## src/rtl/gray_pkg.sv

```systemverilog
// Shared types and Gray-code helpers for the Gray-to-binary tracker.
// The decode helpers work on zero-extended 32-bit vectors and take the live width as an argument.
package gray_pkg;

   typedef enum logic [0:0] {
      ST_INIT  = 1'b0,
      ST_TRACK = 1'b1
   } state_e;

   localparam logic [7:0] ERR_MAX = 8'hFF;

   // Binary bit i is the XOR of every Gray bit at or above i.
   function automatic logic [31:0] gray2bin(input logic [31:0] g, input int unsigned width);
      logic [31:0] b;
      logic        acc;
      b   = 32'd0;
      acc = 1'b0;
      for (int i = 31; i >= 0; i--) begin
         if (i < int'(width)) begin
            acc  = acc ^ g[i];
            b[i] = acc;
         end else begin
            b[i] = 1'b0;
         end
      end
      return b;
   endfunction

   function automatic logic [31:0] bin2gray(input logic [31:0] b, input int unsigned width);
      logic [31:0] mask;
      mask = (width >= 32'd32) ? 32'hFFFF_FFFF : ((32'd1 << width) - 32'd1);
      return (b ^ (b >> 1)) & mask;
   endfunction

endpackage

```

## src/rtl/gray_sync.sv

```systemverilog
// Multi-stage vector synchroniser for a Gray-coded bus. Safe because a Gray source changes
// at most one bit per update, so any sample is either the old or the new value.
module gray_sync #(
   parameter int WIDTH  = 4,
   parameter int STAGES = 2
) (
   input  logic             clk,
   input  logic             rst_n,
   input  logic [WIDTH-1:0] i_async,
   output logic [WIDTH-1:0] o_sync
);

   logic [STAGES-1:0][WIDTH-1:0] r_chain;

   // Shift chain: stage 0 samples the asynchronous input.
   always_ff @(posedge clk or negedge rst_n) begin
      if (!rst_n) begin
         r_chain <= '0;
      end else begin
         r_chain <= {r_chain[STAGES-2:0], i_async};
      end
   end

   assign o_sync = r_chain[STAGES-1];

endmodule

```

## src/rtl/gray_to_binary_tracker.sv

```systemverilog
// Synchronises a Gray count, decodes it, and classifies each change as +1, -1 or an illegal jump,
// keeping a wrapping signed position and a saturating error count.
module gray_to_binary_tracker
   import gray_pkg::*;
#(
   parameter int WIDTH       = 4,
   parameter int SYNC_STAGES = 2,
   parameter int POS_WIDTH   = 16
) (
   input  logic                        clk,
   input  logic                        rst_n,
   input  logic [WIDTH-1:0]            gray_in,
   input  logic                        clr,
   output logic [WIDTH-1:0]            bin_out,
   output logic                        valid,
   output logic                        step_up,
   output logic                        step_dn,
   output logic                        err_jump,
   output logic signed [POS_WIDTH-1:0] position,
   output logic [7:0]                  err_count
);

   // Baseline is taken only once the synchroniser is full of post-reset samples.
   localparam logic [2:0]       WAIT_LAST = 3'(SYNC_STAGES + 1);
   localparam logic [WIDTH-1:0] DELTA_UP  = WIDTH'(1);
   localparam logic [WIDTH-1:0] DELTA_DN  = {WIDTH{1'b1}};
   localparam logic [WIDTH-1:0] DELTA_NO  = {WIDTH{1'b0}};

   state_e                 r_state;
   state_e                 w_state_nxt;
   logic [2:0]             r_wait_cnt;
   logic [2:0]             w_wait_nxt;
   logic [WIDTH-1:0]       w_gray_sync;
   logic [WIDTH-1:0]       w_decode;
   logic [WIDTH-1:0]       w_delta;
   logic                   w_base_done;

   logic [WIDTH-1:0]       r_bin_out;
   logic                   r_valid;
   logic                   r_step_up;
   logic                   r_step_dn;
   logic                   r_err_jump;
   logic [POS_WIDTH-1:0]   r_position;
   logic [7:0]             r_err_count;

   logic [WIDTH-1:0]       w_bin_nxt;
   logic                   w_valid_nxt;
   logic                   w_up;
   logic                   w_dn;
   logic                   w_err;
   logic [POS_WIDTH-1:0]   w_pos_step;
   logic [POS_WIDTH-1:0]   w_pos_nxt;
   logic [7:0]             w_errc_step;
   logic [7:0]             w_errc_nxt;

   gray_sync #(
      .WIDTH  (WIDTH),
      .STAGES (SYNC_STAGES)
   ) u_sync (
      .clk     (clk),
      .rst_n   (rst_n),
      .i_async (gray_in),
      .o_sync  (w_gray_sync)
   );

   assign w_decode    = WIDTH'(gray2bin(32'(w_gray_sync), WIDTH));
   assign w_delta     = w_decode - r_bin_out;
   assign w_base_done = (r_wait_cnt == WAIT_LAST);

   always_ff @(posedge clk or negedge rst_n) begin
      if (!rst_n) begin
         r_state <= ST_INIT;
      end else begin
         r_state <= w_state_nxt;
      end
   end

   always_comb begin
      w_state_nxt = r_state;
      case (r_state)
         ST_INIT:  w_state_nxt = w_base_done ? ST_TRACK : ST_INIT;
         ST_TRACK: w_state_nxt = ST_TRACK;
         default:  w_state_nxt = ST_INIT;
      endcase
   end

   // Next values of every registered output; WIDTH = 1 resolves +1/-1 ambiguity as step_up.
   always_comb begin
      w_wait_nxt  = r_wait_cnt;
      w_bin_nxt   = r_bin_out;
      w_valid_nxt = r_valid;
      w_up        = 1'b0;
      w_dn        = 1'b0;
      w_err       = 1'b0;
      w_pos_step  = r_position;
      w_errc_step = r_err_count;
      case (r_state)
         ST_INIT: begin
            if (w_base_done) begin
               w_bin_nxt   = w_decode;
               w_valid_nxt = 1'b1;
            end else begin
               w_wait_nxt = r_wait_cnt + 3'd1;
            end
         end
         ST_TRACK: begin
            w_bin_nxt = w_decode;
            if (w_delta == DELTA_UP) begin
               w_up       = 1'b1;
               w_pos_step = r_position + POS_WIDTH'(1);
            end else if (w_delta == DELTA_DN) begin
               w_dn       = 1'b1;
               w_pos_step = r_position - POS_WIDTH'(1);
            end else if (w_delta != DELTA_NO) begin
               w_err       = 1'b1;
               w_errc_step = (r_err_count == ERR_MAX) ? ERR_MAX : (r_err_count + 8'd1);
            end else begin
               w_pos_step = r_position;
            end
         end
         default: begin
            w_wait_nxt = 3'd0;
         end
      endcase
      w_pos_nxt  = clr ? {POS_WIDTH{1'b0}} : w_pos_step;
      w_errc_nxt = clr ? 8'd0 : w_errc_step;
   end

   always_ff @(posedge clk or negedge rst_n) begin
      if (!rst_n) begin
         r_wait_cnt  <= 3'd0;
         r_bin_out   <= {WIDTH{1'b0}};
         r_valid     <= 1'b0;
         r_step_up   <= 1'b0;
         r_step_dn   <= 1'b0;
         r_err_jump  <= 1'b0;
         r_position  <= {POS_WIDTH{1'b0}};
         r_err_count <= 8'd0;
      end else begin
         r_wait_cnt  <= w_wait_nxt;
         r_bin_out   <= w_bin_nxt;
         r_valid     <= w_valid_nxt;
         r_step_up   <= w_up;
         r_step_dn   <= w_dn;
         r_err_jump  <= w_err;
         r_position  <= w_pos_nxt;
         r_err_count <= w_errc_nxt;
      end
   end

   assign bin_out   = r_bin_out;
   assign valid     = r_valid;
   assign step_up   = r_step_up;
   assign step_dn   = r_step_dn;
   assign err_jump  = r_err_jump;
   assign position  = r_position;
   assign err_count = r_err_count;

endmodule

```

## config.mk

```make
export PLATFORM = sky130hd
export DESIGN_NAME = gray_to_binary_tracker
export DESIGN_NICKNAME = d
export VERILOG_FILES = /design/src/rtl/gray_pkg.sv /design/src/rtl/gray_sync.sv /design/src/rtl/gray_to_binary_tracker.sv
export SDC_FILE = /design/constraint.sdc
export NUM_CORES = 1
export LEC_CHECK = 0
export CAP_MARGIN = 25
export CORE_MARGIN = 2
export CORE_UTILIZATION = 50
export CTS_BUF_LIST = sky130_fd_sc_hd__clkbuf_4 sky130_fd_sc_hd__clkbuf_8
export CTS_CLUSTER_DIAMETER = 60
export DETAILED_ROUTE_END_ITERATION = 6
export GPL_ROUTABILITY_DRIVEN = 0
export PLACE_DENSITY_LB_ADDON = 0.1
export SLEW_MARGIN = 25
export SYNTH_ARGS = -nofsm -noshare
export SYNTH_HDL_FRONTEND = slang
export SYNTH_SLANG_ARGS = --single-unit
```

## constraint.sdc

```tcl
create_clock -name clk -period 4.9 [get_ports clk]
set_clock_uncertainty 0.05 [all_clocks]
set_input_delay 1.225 -clock clk [delete_from_list [all_inputs] [get_ports clk]]
set_output_delay 1.225 -clock clk [all_outputs]
set_load 0.05 [all_outputs]
```

==> After elaboration in Yosys (flattened, before gate mapping) <==
Index checks and enable logic that the tools add are counted.
{ "word_totals": {"regBits": 44, "input_bits": 7, "wordCells": 59} }
{ "classes": {"n_addsub": 5, "eq_ne": 7, "mux": 23, "bitwise": 5, "reduce_logical": 8} }
{ "op_table": {"columns": ["cell", "n"], "rows": [
  ["$mux 16", 4],
  ["$mux 8", 6],
  ["$add 16x1->16 const B", 1],
  ["$sub 16x1->16 const B", 1],
  ["$mux 1", 10],
  ["$add 8x1->8 const B", 1],
  ["$eq 8x8->1 const B", 1],
  ["$pmux 4 s2", 1],
  ["$ne 2x2->1 const B", 3],
  ["$reduce_and 2->1", 3],
  ["$eq 4x1->1 const B", 1],
  ["$eq 4x4->1 const B", 1],
  ["$mux 4", 1],
  ["$reduce_and 4->1", 1],
  ["$reduce_bool 2->1", 2],
  ["$reduce_bool 4->1", 1],
  ["$sub 4x4->4", 1],
  ["$add 3x1->3 const B", 1],
  ["$eq 3x2->1 const B", 1],
  ["$reduce_bool 3->1", 1],
  ["$xor 1x1->1", 3],
  ["$not 1->1", 2],
  ["$pmux 1 s2", 1]
]} }

==> Logic depth before layout (Yosys ltp) <==
Gate-level depths: netlist of the first run.
{ "depth": {"ltp_word": 10, "depth_mapped": 15, "depth_no_buf": 15} }

==> By module <==
Synthesis of the first run repeated with hierarchy kept, for this count alone.
{ "unflattened": {"cells_unflattened": 257, "area_unflattened_um2": 2588.7} }
{ "modules_own_cells": {"columns": ["mod", "n_inst", "cells_each", "area_per_inst_um2"], "rows": [
  ["gray_to_binary_tracker", 1, 245, 2358.5],
  ["gray_sync", 1, 12, 230.2]
]} }

==> Least setup slack after synthesis of the first run <==
No wires, ideal clock.
{ "synth_path": {"path_kind": "flip-flop to flip-flop", "startpoint": "register u_sync.r_chain, in the netlist u_sync.o_sync[3]", "endpoint": "register r_position[15] (netlist: position[15])", "t_arrival_ns": 4.322, "required_time_ns": 4.725, "slack_ns": 0.404, "stages_incl_launch_ff": 16, "n_path_buf": 0, "period_less_slack_ns": 4.496, "cell_sequence": "dfrtp_1 xor2_1 xor2_1 xnor2_1 ha_1 fa_1 xor2_1 nand2_1 or4_1 ha_1 nand3_1 a211o_1 o211a_1 o21ai_0 mux2i_1 mux2_2"} }
{ "synth_via": {"elab_chain_len": 8, "word_cells_on_any_way": 11, "classes_between": "1 x add/sub; 2 x eq/ne; 3 x mux; 3 x bitwise; 2 x reduce/logical"} }
{ "synth_lines": {"columns": ["element", "line_no", "source"], "rows": [
  ["start, declared", "gray_sync.sv:13", "logic [STAGES-1:0][WIDTH-1:0] r_chain;"],
  ["start signal, assigned", "gray_sync.sv:20", "r_chain <= {r_chain[STAGES-2:0], i_async};"],
  ["$xor 1x1->1 (3 in a row)", "gray_pkg.sv:20", "acc = acc ^ g[i];"],
  ["$sub 4x4->4 (*)", "gray_to_binary_tracker.sv:67", "assign w_delta = w_decode - r_bin_out;"],
  ["$eq 4x1->1", "gray_to_binary_tracker.sv:108", "if (w_delta == DELTA_UP) begin"],
  ["$mux 16", "gray_to_binary_tracker.sv:108", null],
  ["$mux 16", "gray_to_binary_tracker.sv:97", "case (r_state)"],
  ["$mux 16", "gray_to_binary_tracker.sv:125", "w_pos_nxt = clr ? {POS_WIDTH{1'b0}} : w_pos_step;"],
  ["end signal, assigned", "gray_to_binary_tracker.sv:137", "r_position <= {POS_WIDTH{1'b0}};"],
  ["end signal, assigned", "gray_to_binary_tracker.sv:146", "r_position <= w_pos_nxt;"],
  ["end, declared", "gray_to_binary_tracker.sv:43", "logic [POS_WIDTH-1:0] r_position;"]
]} }
Every way passes the cells marked *; elsewhere a longest branch is shown, timed or not. The select of a mux whose other input is x is not followed.
A chain may end at the register's enable or synchronous reset.

==> Worst setup path in the final report of the first run <==
Ends and elaborated chain as after synthesis.

==> metrics.yaml, run 1 <==
antenna_found_initial: 0
power.internal_mw: 1.19
critPathLaunch: "u_sync.o_sync[3]"
timing.final.crit_share_pct: 93.2
slowest_stage: "dfrtp_1"
area_growth_syn_to_layout_pct: 21.9
reg2reg_to: "position[15]"
grt_pass1_vias: 1910
htree_num_levels: 2
cp_cell_sequence: "xor2_1, xor2_1, xnor2_1, ha_1, fa_1, xor2_1, nand2_1, or4_1, buf_4, ha_1, nand3_1, a211o_1, o211a_1, o21ai_0, mux2i_1, mux2_2"
worstPathArrival_ns: 4.70
nNetsFinal: 338
status: "finished, final reports clean"
antenna_cells: 0
multi_input_area_sq_um: 1410
grt_max_degree: 45
rrSetupSlack_ns: 0.33
drv_slew: 0
synth_top_cell_area_share_pct: 42.6
ctsHoldBuffers: 0
grt_use_met3_pct: 4.89
leakage_nw: 1.43
hold_viol_final: 0
cts_setup_buffers: 0
timing.rr.start: "u_sync.o_sync[3]"
io_buffers: 38
start_util_pct: 51.2
cp_max_fo: 17
drt_iter0_markers: 127
cts_tree: "built"
comb_power_share_pct: 65.2
p_switching_mw: 1.07
die_height_um: 75.9
syn_nets: 297
core_sq_um: 5040
busiest_layer: "met2"
crit_type: "flop to flop"
tns_ns: 0
cap_violations: 0
grt_pass1_wl_um: 8520
via_count: 2049
start_kind: "flop"
yosys_warnings: 0
setup_viol: 0
die_x_um: 75.9
yosysUniqueCellTypes: 47
routedWlPerCell_um: 13.5
cp_num_buf_inv: 1
clock-sinks: 44
reg2reg_depth: 16
relSlewSlack_pct: 55.9
use_met1_pct: 25.9
yosys_most_used_dff: "dfrtp_1"
synth_top_cell_by_area: "dfrtp_1"
synthArstFlopShare_pct: 100
crit_cells: 16
fillCellCount: 431
swShare_pct: 47.5
ioPinCount: 39
synth_edf_count: 0
syn_avg_cell_area_sq_um: 9.71
hpwl_um: 3600
firstDrtPassIters: 4
period_needed_ns: 4.57
ys_seq_elements: 44
viasPerCell: 5.42
regArea_sq_um: 1100
whs_ns: 0.304
drive_above_1_share_pct: 5.52
cts_resized: 0
cts-root-buf: "clkbuf_8"
overflow: 0
pwr-share-seq_pct: 22.2
p_clk_share_pct: 12.6
met2_usage_pct: 31.2
synthCells: 266
wl_um: 5120
syn_area_sq_um: 2580
clk_pin_slew_ns: 0.08
synth.area.top_cells: "dfrtp_1 43%, ha_1 11%, a21oi_1 5.6%"
insertion_delay_ns: 0.29
cp.required_ns: 5.03
crit_path_max_incr_delay_ns: 0.42
clk_path_buf_depth: 2
critical-path-top-delay-family: "adder cells"
tightest_slew_ns: 0.656
worstHoldPathType: "flop to flop"
rsz0062_at_grt: "no"
end_kind: "flop"
yosysSeqAreaShare_pct: 42.6
hold_start: "u_sync.r_chain[0]"
dieArea_sq_um: 5760
peakVddDrop_mv: 0.372
rows: 26
hold_end: "u_sync.o_sync[0]"
drc: 0
fmax_mhz: 219
whs_path_depth: 0
grt.total_usage_pct: 19.6
final_antenna_net_count: 0
cp_common_cell: "xor2_1"
powerDensity_nw_per_um2: 717
numCtsBuffers: 5
stage by stage:
| step | area (sq um) | power [mW] | worst slack, ns | instances | util [%] |
|---|---|---|---|---|---|
| after CTS | 3150 | 2.27 | 0.313 | 378 | 62.4 |
| after floorplan | 2580 | 1.64 | 0.404 | 266 | - |
| after global placement | 3030 | 1.97 | 0.445 | 370 | 60.1 |
| after detailed placement | 3030 | 1.97 | 0.350 | 370 | 60.1 |
| after global routing | 3150 | 2.46 | 0.000632 | 378 | 62.4 |
| final | 3150 | 2.26 | 0.333 | 378 | 62.4 |
how the worst max path moves through the flow:
stage / endpoint / slack [ns]
global route: position[15] / 0.0006
detailed placement: position[15] / 0.35
CTS: position[15] / 0.31
global placement: position[15] / 0.45
finish: position[15] / 0.33
floorplan: position[15] / 0.40
placed cells by master (no fill, tap or decap), types with 2 or more instances in the layout:
master	instances
clkdlybuf4s50_1	37
nand4b_1	2
o21a_1	2
inv_1	11
nor4b_1	2
or3_1	2
fa_1	2
a21o_1	7
mux2i_1	3
xnor2_1	11
a311oi_1	2
nor2_1	15
o21bai_1	3
nor3_1	4
xor2_1	6
a21oi_1	29
dfrtp_1	44
o31ai_1	3
or4_1	2
nand2_1	36
o211a_1	2
clkbuf_8	5
buf_4	3
o21ai_0	8
nand3_1	7
a211oi_1	5
nand3b_1	5
and2_1	2
ha_1	22
a211o_1	3
nand2b_1	3
synth_stat cells, types with 2 or more instances:
cell type	count
a211oi_1	5
clkbuf_1	5
and2_1	2
ha_1	22
nor2_1	15
nand3b_1	5
nand2_1	36
o21bai_1	3
xnor2_1	11
nor3_1	4
inv_1	11
mux2i_1	3
o21a_1	2
dfrtp_1	44
nor4b_1	2
a21oi_1	29
nand2b_1	3
or4_1	2
o211a_1	2
a211o_1	3
o31ai_1	3
or3_1	2
nand3_1	7
nand4b_1	2
a21o_1	7
fa_1	2
o21ai_0	8
xor2_1	6
a311oi_1	2
power by group through the flow:
stage | Combinational (mW) | Sequential [mW] | Clock, mW
floorplan | 0.900 | 0.742 | 0
global placement | 1.46 | 0.508 | 0
detailed placement | 1.46 | 0.509 | 0
CTS | 1.48 | 0.502 | 0.293
global route | 1.63 | 0.512 | 0.309
finish | 1.47 | 0.501 | 0.284
layout make-up:
cell class / count / area share (%)
Clock buffer: 5 / 2.19
Clock inverter: 3 / 1.47
Inverter: 12 / 1.43
Multi-Input combinational cell: 204 / 44.7
Sequential cell: 44 / 35.0
Tap cell: 70 / 2.78
Timing Repair Buffer: 40 / 12.5
sequential cells by signal, summed over array words and instances (netlist names):
register        count
position           16
r_wait_cnt          3
u_sync.o_sync       4
u_sync.r_chain      4
bin_out             4
err_jump            1
r_state             1
err_count           8
step_up             1
step_dn             1
valid               1
metal layers:
metal | up-vias | routed length [um]
met1 | 969 | 2410
met2 | 43 | 2390
met3 | 6 | 229
met5 | - | 0
met4 | 0 | 92
li1 | 1031 | -
kinds of logic after synthesis:
kind of cell / count (synthesis) / synth area share [%]
xor gates and xnor gates: 17 / 5.77
DFF: 44 / 42.6
and+or+nand+nor: 89 / 17.5
adders and majority gates: 24 / 12.2
buffers and inverters: 18 / 2.91
muxes: 4 / 1.60
AOI/OAI and AO/OA: 70 / 17.3
No activity file was read; power rests on OpenSTA's default activity.
==> inputs of run 2 (changes only) <==
Settings changed: SYNTH_HIERARCHICAL set to 1.
Clock period 4.9 ns to 4.1 ns, I/O delays scaled along.
==> metrics.yaml, run 2 <==
clk_pin_slew_ns: 0.10
final_common_cell: "dfrtp_1"
routedWlPerCell_um: 14.1
rrSetupSlack_ns: -0.0002
cts_tree: "built"
cts-root-buf: "clkbuf_8"
wl_um: 5290
grt_pass1_vias: 1924
clock-sinks: 44
end_kind: "flop"
hold_viol_final: 0
die_height_um: 76.0
yosysSeqAreaShare_pct: 42.5
cap_violations: 0
violations: "setup timing"
clk_path_buf_depth: 2
dieArea_sq_um: 5770
hold_start: "u_sync/r_chain[1]"
crit_type: "flop to flop"
core_sq_um: 5040
insertion_delay_ns: 0.30
yosys_warnings: 6
fmax_mhz: 244
io_buffers: 38
syn_nets: 288
reg2reg_to: "position[15]"
synth_top_cell_by_area: "dfrtp_1"
status: "complete, but fails checks"
cp_max_fo: 7
firstDrtPassIters: 4
placed_area_sq_um: 3110
htree_num_levels: 2
drive_above_1_share_pct: 13.4
ys_seq_elements: 44
tightest_slew_ns: 0.723
synth_edf_count: 0
timing.final.crit_share_pct: 100
start_util_pct: 51.3
yosysUniqueCellTypes: 50
hpwl_um: 3620
yosys_most_used_dff: "dfrtp_1"
drc: 0
antenna_cells: 0
whs_path_depth: 0
final_util_pct: 65.2
whs_ns: 0.302
dr_wl_met3_um: 219
timing.final.ws_setup_ns: -0.000186
rsz0062_at_grt: "yes"
syn_avg_cell_area_sq_um: 10.1
grt.total_usage_pct: 18.3
nNetsFinal: 335
top_layer_used: "met4"
cp.required_ns: 4.25
final_antenna_net_count: 0
start_kind: "flop"
synthArstFlopShare_pct: 100
overflow: 0
grt_max_degree: 45
ioPinCount: 39
wl_met2_um: 2620
rows: 26
mostFrequentLayoutCells: "44 x dfrtp_1, 37 x clkdlybuf4s50_1, 28 x nor2_1"
setup_viol: 1
worstPathArrival_ns: 4.25
drv_slew: 0
area_growth_syn_to_layout_pct: 27.0
numCtsBuffers: 5
synth_top_cell_area_share_pct: 42.5
hold_end: "u_sync/o_sync[1]"
ctsHoldBuffers: 0
syn_area_sq_um: 2590
finalInstanceArea_sq_um: 3290
grt_pass1_wl_um: 8680
synth_common_cells: "44 x dfrtp_1, 28 x nor2_1, 22 x ha_1"
die_x_um: 76.0
viasPerCell: 5.46
reg2reg_depth: 15
drt_iter0_markers: 74
tns_ns: -0.000186
yosysMostFrequentCell: "dfrtp_1"
synthCells: 257
period_needed_ns: 4.10
via_count: 2048
timing.rr.start: "u_sync/o_sync[3]"
synth.area.top_cells: "dfrtp_1 43%, ha_1 11%, mux2i_1 5.8%"
antenna_found_initial: 0
worstHoldPathType: "flop to flop"
m1WireLength_um: 2400
largest_reg_flops: 16
relSlewSlack_pct: 51.7
[run 2: cell types whose count changed after synthesis, moves of 4 or more]
cell	change
mux2i_1	+12
a21oi_1	-8
nor2_1	+13
nand2_1	-17
a211oi_1	-4
nand3b_1	-4
xor2_1	+4
buf_4	+4
[run 2: stage by stage]
| stage | instances | setup slack, ns |
|---|---|---|
| final | 375 | -0.000186 |
| after global routing | 375 | -0.224 |
| after CTS | 370 | 0.0185 |
| after detailed placement | 362 | -0.0107 |
| after global placement | 362 | 0.123 |
| after floorplan | 257 | -0.0479 |
[run 2: kinds of logic (layout without fill, tap and decap cells)]
| kind of cell | count (synthesis) | in the layout | synth area share, % |
|---|---|---|---|
| AO/OA/AOI/OAI | 56 | 56 | 14.1 |
| adder cells (fa/ha/maj) | 24 | 24 | 12.2 |
| buffers and inverters | 20 | 66 | 4.20 |
| multiplexers | 16 | 16 | 6.23 |
| AND/OR/NAND/NOR | 79 | 81 | 14.6 |
| flip-flops | 44 | 44 | 42.5 |
| XOR/XNOR | 18 | 18 | 6.09 |
[run 2: how the worst max path moves through the flow]
stage / from / to / slack [ns] / cells after the start
2_1_floorplan: u_sync/o_sync[2] / position[15] / -0.05 / 16
3_3_place_gp: u_sync/o_sync[3] / position[15] / 0.12 / 15
6_report: u_sync/o_sync[3] / position[15] / -0.0002 / 15
3_5_place_dp: u_sync/o_sync[3] / position[15] / -0.01 / 16
4_1_cts: u_sync/o_sync[3] / position[15] / 0.02 / 16
5_1_grt: u_sync/o_sync[3] / position[15] / -0.22 / 16
[run 2: area by class of cell]
type                       count  area, sq um
clock buffer                   5         68.8
clock inverter                 3         46.3
fill                         438         1750
inverter                      11         41.3
multi-input combinational    195         1500
sequential                    44         1100
tap                           70         87.6
timing repair buffer          47          445
[run 2: critical path, stage by stage, from the launching register on]
cell,delay [ns]
dfrtp_1,0.43
xor2_2,0.22
xor2_1,0.24
xnor2_1,0.12
ha_2,0.20
fa_2,0.35
xor2_2,0.16
o211ai_1,0.21
or2_4,0.37
ha_2,0.40
and2_1,0.18
o2111ai_2,0.15
a21boi_2,0.18
a311o_1,0.18
mux2i_1,0.22
mux2_1,0.34
[run 2: repair_timing]
action,CTS,global route
endpoints found under the setup margin,1,4
pin swaps,1,9
buffers inserted,0,3
gates resized for setup,0,7
hold endpoints to repair,0,0
gates cloned,0,2
[run 2: metal layers]
layer	track usage, %	vias to the layer above
li1	-	1000
met1	23.1	999
met2	31.8	44
met3	4.05	5
met4	5.45	0
met5	0	-
Power of run 2 is left out: the tool's default activity adds up to more than one toggle a clock period on the data nets, which glitch-free logic cannot reach.
